$ cat config.mk
export PLATFORM = sky130hd
export DESIGN_NAME = fa_selftest
export DESIGN_NICKNAME = d
export VERILOG_FILES = /design/src/rtl/fa_selftest.sv
export SDC_FILE = /design/constraint.sdc
export NUM_CORES = 1
export LEC_CHECK = 0
export ABC_AREA = 1
export CAP_MARGIN = 20
export CORE_MARGIN = 2
export CORE_UTILIZATION = 45
export CTS_BUF_LIST = sky130_fd_sc_hd__clkbuf_8
export DETAILED_ROUTE_END_ITERATION = 8
export PLACE_DENSITY = 0.71
export SYNTH_ARGS = -nofsm -noshare
export SYNTH_HDL_FRONTEND = slang
export SYNTH_SLANG_ARGS = --single-unit
$ cat constraint.sdc
create_clock -name clk -period 1.6 [get_ports clk]
set_input_delay 0.32 -clock clk [delete_from_list [all_inputs] [get_ports clk]]
set_output_delay 0.32 -clock clk [all_outputs]
set_load 0.005 [all_outputs]
$ cat src/rtl/fa_selftest.sv
// Built-in self-test sequencer for a single full-adder: drives all eight input
// vectors, checks sum/carry after a settle window and records per-vector failures.
//
// state   | meaning
// IDLE    | waiting for start after reset
// RUN     | driving vectors and sampling the adder response
// DONE    | run complete, results held until the next start
module fa_selftest #(
  parameter int SETTLE = 1
) (
  input  logic       clk,
  input  logic       rst_n,
  input  logic       start,
  output logic       fa_a,
  output logic       fa_b,
  output logic       fa_c,
  input  logic       fa_sum,
  input  logic       fa_carry,
  output logic       busy,
  output logic       done,
  output logic       pass,
  output logic [3:0] err_count,
  output logic [7:0] fail_vec
);

  localparam logic [1:0] ST_IDLE = 2'd0;
  localparam logic [1:0] ST_RUN  = 2'd1;
  localparam logic [1:0] ST_DONE = 2'd2;

  localparam logic [3:0] SETTLE_LOAD = 4'(SETTLE);

  logic [1:0] state;
  logic [2:0] idx;
  logic [3:0] settle_cnt;
  logic       exp_sum;
  logic       exp_carry;
  logic       vec_bad;
  logic       sample_now;

  // Reference is taken from idx, not from the registered operand pins.
  assign exp_sum    = idx[2] ^ idx[1] ^ idx[0];
  assign exp_carry  = (idx[2] & idx[1]) | (idx[2] & idx[0]) | (idx[1] & idx[0]);
  assign vec_bad    = (fa_sum != exp_sum) || (fa_carry != exp_carry);
  assign sample_now = (state == ST_RUN) && (settle_cnt == 4'd0);

  assign pass = done && (err_count == 4'd0);

  always_ff @(posedge clk or negedge rst_n) begin
    if (!rst_n) begin
      state      <= ST_IDLE;
      idx        <= 3'd0;
      settle_cnt <= 4'd0;
      fa_a       <= 1'b0;
      fa_b       <= 1'b0;
      fa_c       <= 1'b0;
      busy       <= 1'b0;
      done       <= 1'b0;
      err_count  <= 4'd0;
      fail_vec   <= 8'd0;
    end else begin
      case (state)
        ST_IDLE, ST_DONE: begin
          if (start) begin
            state      <= ST_RUN;
            idx        <= 3'd0;
            settle_cnt <= SETTLE_LOAD;
            {fa_a, fa_b, fa_c} <= 3'd0;
            busy       <= 1'b1;
            done       <= 1'b0;
            err_count  <= 4'd0;
            fail_vec   <= 8'd0;
          end
        end
        ST_RUN: begin
          if (sample_now) begin
            if (vec_bad) begin
              err_count     <= err_count + 4'd1;
              fail_vec[idx] <= 1'b1;
            end
            if (idx == 3'd7) begin
              state <= ST_DONE;
              busy  <= 1'b0;
              done  <= 1'b1;
              {fa_a, fa_b, fa_c} <= 3'd0;
            end else begin
              idx        <= idx + 3'd1;
              settle_cnt <= SETTLE_LOAD;
              {fa_a, fa_b, fa_c} <= idx + 3'd1;
            end
          end else begin
            settle_cnt <= settle_cnt - 4'd1;
          end
        end
        default: begin
          state <= ST_IDLE;
          busy  <= 1'b0;
          done  <= 1'b0;
        end
      endcase
    end
  end

endmodule

==> impl_metrics.py, run 1 <==
metrics = {
    "min_path": {
        "hold_path.class": "in -> async",
    },
    "setup_path": {
        "critPathKind": "reg -> reg",
        "cp.arrival_ns": 1.82,
        "cp-start-kind": "register",
        "cp_slowest_cell": "fa_1",
        "path_delay_family": "adder cells",
        "crit_fanout": 4,
        "rrSetupSlack_ns": -0.06,
        "worst_path_most_repeated_cell": "nand2_1",
        "worst-path-buf-inv": 1,
        "end_kind": "register",
        "critPathRequiredTime_ns": 1.76,
        "slowest_delay_ns": 0.56,
        "crit_chain": "fa_1, nand2_1, nand2_2, nand3_4, buf_4, nand3b_1, nand2_1",
    },
    "cells_and_area": {
        "final_layout_size_suffix_gt1_share_pct": 26.0,
        "nNetsFinal": 236,
        "n_antenna_cell": 0,
        "area_growth_pct": 34.9,
        "final_core_util_pct": 64.1,
        "layoutNonFillerInstCount": 263,
    },
    "global_route": {
        "grt_overflow": 0,
        "grt_usage_pct": 20.6,
        "grt_max_degree": 26,
        "antenna_found_initial": 0,
        "grt_pass1_wl_mm": 5.71,
        "grt_pass1_vias": 1367,
    },
    "clock_tree": {
        "clock_sinks": 25,
        "cts_max_path_buffers": 2,
        "cts_buffers": 3,
        "tritoncts": "built",
        "clkTransAtPathRegs_ns": 0.09,
        "clockRootBuffer": "clkbuf_8",
        "h-tree-depth": 1,
        "clk_latency_ns": 0.27,
    },
    "floorplanning": {
        "coreArea_um2": 3080,
        "placementRows": 20,
        "start_util_pct": 47.5,
        "die-width_um": 61.0,
        "io_pins": 23,
        "die_area_um2": 3720,
        "fp.dieH_um": 61.0,
    },
    "placement": {
        "io_buffer_count": 22,
        "place_inst": 257,
        "place.gp.congestion": 0.761,
        "dp_hpwl_mm": 2.42,
    },
    "sta": {
        "hold_slack_ns": 0.407,
        "slew_viol_final": 0,
        "fin_crit_ns": 1.66,
        "post-route-period-util_pct": 104,
        "setup_viol": 12,
        "rsz0062_at_grt": "yes",
        "worst_slew_pin_slew_ns": 0.335,
        "finalHoldViolations": 0,
        "timing.slew.headroom_pct": 77.7,
        "timing.final.ws_setup_ns": -0.0606,
        "skew_ns": 0.00195,
        "max_freq_ghz": 0.602,
        "tns_ns": -0.455,
    },
    "pwr": {
        "power_density_nw_per_um2": 1960,
        "p_leak_nw": 1.04,
        "vdd_drop_max_v": 0.00104,
    },
    "detailed_routing": {
        "ant_nets": 0,
        "drt_first_iter_violations": 45,
        "drc_errors": 0,
        "routedWlPerCell_um": 12.6,
        "dr_total_vias": 1309,
        "vias_per_cell": 4.98,
        "routed_wl_mm": 3.31,
        "dr.pass1.iters": 5,
    },
    "status": {
        "violations": "setup timing",
        "run_status": "finished with violations",
    },
    "synthesis": {
        "synthCells": 179,
        "synth_area_um2": 1460,
        "syn_nets": 195,
        "synth.lib_cells_used.distinct": 25,
        "avgSynthCellArea_um2": 8.16,
        "yosysWarnings": 0,
        "ys_ff_latch": 25,
        "yosysSeqAreaShare_pct": 42.8,
    },
    "job": {
        "max_cap_viol_count": 0,
    },
}
==> where the power goes <==
part	leakage, nW	switching [mW]	internal [mW]	total (mW)
clock network	0.0269	0.202	0.172	0.373
registers	0.327	0.170	0.866	1.04
logic	0.684	1.41	1.06	2.46
==> area by class of cell <==
cell class	instances	area [um^2]
Timing Repair Buffer	40	362
Clock buffer	3	41.3
Sequential cell	25	627
Inverter	19	71.3
Multi-Input combinational cell	131	812
Tap cell	44	55.1
Clock inverter	1	3.75
Fill cell	270	1110
==> sequential cells by signal, summed over array words and instances (netlist names) <==
signal / count
fa_b: 1
done: 1
state: 1
fail_vec: 8
busy: 1
err_count: 4
settle_cnt: 4
fa_c: 1
idx: 3
fa_a: 1
==> metal layers <==
layer	part of all wire, %	track usage (%)
met3	3.6	2.99
met2	52	37.3
met1	44	24.8
met5	0	0
met4	0.88	7.45
==> worst reg2reg max path: stages (launching register included) <==
cell	delay (ns)
dfrtp_1	0.41
fa_1	0.56
nand2_1	0.07
nand2_2	0.09
nand3_4	0.12
buf_4	0.17
nand3b_1	0.07
nand2_1	0.06
==> cell usage in the layout, fill, tap and decap left out, types with 2 or more instances in the layout <==
master / instances
a21oi_1: 8
buf_4: 17
clkbuf_8: 3
clkdlybuf4s50_1: 18
dfrtp_1: 24
dlymetal6s2s_1: 3
ha_1: 9
inv_1: 19
nand2_1: 43
nand2_2: 16
nand3_1: 11
nand3_2: 8
nand4_1: 3
nor2_1: 16
nor2_4: 2
o21ai_0: 3
==> what timing repair did <==
item | CTS | global route
resized for setup | 15 | 10
setup buffers | 0 | 2
hold endpoints to repair | 0 | 0
hold buffers | 0 | 0
pin swaps | 9 | 1
setup endpoints to repair | 13 | 23
==> metrics by stage <==
step / instance area [um^2] / worst slack [ns] / power [mW]
final: 1970 / -0.0606 / 3.87
after global routing: 1970 / -0.136 / 4.21
after CTS: 1930 / -0.0653 / 3.82
after detailed placement: 1830 / -0.0640 / 3.29
after global placement: 1830 / -0.0342 / 3.19
after floorplan: 1470 / -0.0297 / 2.48
==> synth_stat cells <==
library cell / number / area share [%]
nand3_1: 19 / 6.5
fa_1: 1 / 1.4
dfrtp_1: 25 / 43
nor2_1: 18 / 4.6
a21oi_1: 8 / 2.7
buf_6: 2 / 1.5
buf_2: 1 / 0.34
o21ai_2: 1 / 0.60
clkbuf_1: 1 / 0.26
nor2_4: 1 / 0.77
o21bai_1: 1 / 0.51
nand3_2: 1 / 0.68
nand2_4: 1 / 0.77
nand4_1: 3 / 1.3
inv_1: 18 / 4.6
nand2_1: 45 / 12
nand2_2: 14 / 6.0
xnor2_1: 1 / 0.60
o21ai_0: 3 / 1.0
a21oi_4: 1 / 1.1
inv_2: 1 / 0.26
xor2_1: 1 / 0.60
ha_1: 10 / 8.6
nand3b_1: 1 / 0.51
nor3_1: 1 / 0.34
==> cells by family after synthesis <==
group | Yosys count | synth area share, %
AOI/OAI and AO/OA | 14 | 5.99
xor gates and xnor gates | 2 | 1.20
adders and majority gates | 11 | 9.93
buffers and inverters | 23 | 7.02
DFF | 25 | 42.8
and+or+nand+nor | 104 | 33.0
==> final timing paths <==
check                                            endpoint  cells after the start               start
worst max-delay path             err_count[1]$_DFFE_PN0P_                      7  idx[2]$_DFFE_PN0P_
worst min-delay path            settle_cnt[2]$_DFFE_PN0P_                      2               rst_n
worst max register to register   err_count[1]$_DFFE_PN0P_                      7  idx[2]$_DFFE_PN0P_
worst min register to register           fa_a$_DFFE_PN0P_                      2    fa_a$_DFFE_PN0P_
max in group asynchronous              idx[0]$_DFFE_PN0P_                      2               rst_n
min in group clk                         fa_a$_DFFE_PN0P_                      2    fa_a$_DFFE_PN0P_
Power figures use the tool's default switching activity.
==> run 2, diff against run 1 <==
--- a/config.mk
+++ b/config.mk
@@ -6,10 +6,9 @@
 export NUM_CORES = 1
 export LEC_CHECK = 0
 export ABC_AREA = 1
-export CAP_MARGIN = 20
+export CAP_MARGIN = 0
 export CORE_MARGIN = 2
 export CORE_UTILIZATION = 45
-export CTS_BUF_LIST = sky130_fd_sc_hd__clkbuf_8
 export DETAILED_ROUTE_END_ITERATION = 8
 export PLACE_DENSITY = 0.71
 export SYNTH_ARGS = -nofsm -noshare
==> run 2 against run 1 <==
Compared with the run above:
- via count up 3.8%
- worst setup slack got worse by 0.014 ns
- critical path depth unchanged
- non-clock buffer count up 10
- critical path type unchanged
- clock-buffer cell count increased by 1
- largest power group unchanged
- sequential power hardly changed
- first-iteration DRC count shrank 8.9%
- clock skew is 0.0021 ns higher
- die area stayed put
- the flow still finishes with violations (setup timing)
==> impl_metrics.py, run 2 (synthesis gave the netlist of run 1 again) <==
metrics = {
    "detailed_routing": {
        "met1_length_mm": 1.50,
        "dr_total_vias": 1359,
        "drc_errors": 0,
        "dr.pass1.iters": 4,
        "drt_first_iter_violations": 41,
        "ant_nets": 0,
        "routed_wl_mm": 3.51,
        "vias_per_cell": 4.98,
        "routedWlPerCell_um": 12.8,
        "top_layer_used": "met4",
        "met2_length_mm": 1.87,
        "wl_met3_um": 93,
    },
    "sta": {
        "max_freq_ghz": 0.597,
        "finalHoldViolations": 0,
        "worst_slew_pin_slew_ns": 0.332,
        "rsz0062_at_grt": "yes",
        "skew_ns": 0.00409,
        "timing.final.ws_setup_ns": -0.0743,
        "fin_crit_ns": 1.67,
        "tns_ns": -0.610,
        "slew_viol_final": 0,
        "setup_viol": 12,
        "timing.slew.headroom_pct": 77.9,
        "post-route-period-util_pct": 105,
    },
    "cells_and_area": {
        "final_core_util_pct": 66.6,
        "n_antenna_cell": 0,
        "final_layout_size_suffix_gt1_share_pct": 31.9,
        "nFillCells": 264,
        "area_growth_pct": 40.2,
        "layout_common_cells": "nand2_1, buf_4, dfrtp_1",
        "regMostFlops": "fail_vec",
        "final_common_cell": "nand2_1",
        "nNetsFinal": 246,
        "largest_reg_flops": 8,
        "largestRegisters": "fail_vec (8), err_count (4), settle_cnt (4)",
    },
    "setup_path": {
        "reg2reg_to": "fail_vec[6]$_DFFE_PN0P_",
        "reg2reg_from": "idx[0]$_DFFE_PN0P_",
        "crit_chain": "fa_2, nand2_2, nand2_2, nand3_4, buf_6, nand3_2, nand2_2",
        "cp-start-kind": "register",
        "critPathRequiredTime_ns": 1.83,
        "worst-path-buf-inv": 1,
        "slowest_delay_ns": 0.59,
        "crit_end": "fail_vec[6]$_DFFE_PN0P_",
        "rr_worst_depth": 7,
        "path_delay_family": "adder cells",
        "crit_cells": 7,
        "crit_start": "idx[0]$_DFFE_PN0P_",
        "rrSetupSlack_ns": -0.07,
        "crit_fanout": 6,
        "cp_slowest_cell": "fa_2",
        "worst_path_most_repeated_cell": "nand2_2",
        "cp.arrival_ns": 1.90,
        "end_kind": "register",
        "critPathKind": "reg -> reg",
    },
    "clock_tree": {
        "h-tree-depth": 1,
        "clock_sinks": 25,
        "cts_buffers": 3,
        "tritoncts": "built",
        "clk_latency_ns": 0.32,
        "clkTransAtPathRegs_ns": 0.14,
        "holdBufCountCts": 0,
        "clockRootBuffer": "clkbuf_4",
        "cts_max_path_buffers": 2,
    },
    "floorplanning": {
        "start_util_pct": 47.5,
        "fp.dieH_um": 61.0,
        "coreArea_um2": 3080,
        "die_area_um2": 3720,
        "placementRows": 20,
        "die-width_um": 61.0,
        "io_pins": 23,
    },
    "global_route": {
        "grt_pass1_wl_mm": 5.74,
        "grt_overflow": 0,
        "grt_usage_pct": 20.5,
        "antenna_found_initial": 0,
        "grt_pass1_vias": 1381,
        "grt_max_degree": 26,
    },
    "pwr": {
        "power_density_nw_per_um2": 1930,
        "vdd_drop_max_v": 0.000986,
        "p_leak_nw": 1.10,
        "total_power_mw": 3.96,
    },
    "placement": {
        "place.gp.congestion": 0.761,
        "io_buffer_count": 22,
        "dp_hpwl_mm": 2.42,
    },
    "status": {
        "violations": "setup timing",
        "run_status": "finished with violations",
    },
    "job": {
        "max_cap_viol_count": 0,
    },
    "min_path": {
        "hold_path.class": "in -> async",
    },
}
run 2: cell types whose count changed in the layout (fill, tap and decap cells not counted), moves of 3 or more:
| cell | delta |
|---|---|
| buf_4 | +8 |
| clkbuf_4 | +3 |
| clkbuf_8 | -3 |
| clkdlybuf4s50_1 | -3 |
| dlygate4sd2_1 | +3 |
run 2: final cells by class:
class | instances | area [um^2] | area share, %
inverters | 19 | 71.3 | 3.48
flip-flops and latches | 25 | 627 | 30.6
multi-input cells | 131 | 830 | 40.5
clock buffers | 4 | 26.3 | 1.28
well taps | 44 | 55.1 | 2.69
repair buffers | 50 | 440 | 21.5
run 2: stage by stage:
| stage | instance area [um^2] | worst slack (ns) | hold WS (ns) | std cells |
|---|---|---|---|---|
| after CTS | 1940 | -0.0715 | 0.354 | 264 |
| after global placement | 1830 | -0.0342 | 0.458 | 257 |
| after global routing | 2050 | -0.143 | 0.380 | 273 |
| final | 2050 | -0.0743 | 0.352 | 273 |
| after detailed placement | 1830 | -0.0640 | 0.466 | 257 |
| after floorplan | 1470 | -0.0297 | 0.0244 | 179 |
run 2: report_power, final:
part	switching, mW	total, mW	internal, mW
combinational	1.48	2.65	1.17
sequential	0.161	1.03	0.864
clock	0.190	0.287	0.0975
run 2: routing by layer:
metal,vias to the layer above,GRT usage (%)
met2,27,39.5
met5,-,0
met3,6,1.92
met4,0,6.52
li1,670,-
met1,656,23.7
run 2: worst min path at each step:
stage / endpoint / slack [ns] / from
global placement: busy$_DFFE_PN0P_ / 0.46 / busy$_DFFE_PN0P_
detailed placement: fa_b$_DFFE_PN0P_ / 0.47 / fa_b$_DFFE_PN0P_
finish: err_count[0]$_DFFE_PN0P_ / 0.35 / rst_n
global route: idx[1]$_DFFE_PN0P_ / 0.38 / rst_n
CTS: settle_cnt[2]$_DFFE_PN0P_ / 0.35 / rst_n
floorplan: busy$_DFFE_PN0P_ / 0.02 / rst_n
run 2: worst register-to-register path, cell delays in order (launching register included):
cell	delay (ns)
dfrtp_2	0.44
fa_2	0.59
nand2_2	0.05
nand2_2	0.07
nand3_4	0.12
buf_6	0.18
nand3_2	0.08
nand2_2	0.05
run 2: what timing repair did:
action,CTS,global route
gates resized for setup,23,14
setup buffers,3,9
setup endpoints to repair,17,30
pin swaps,4,7
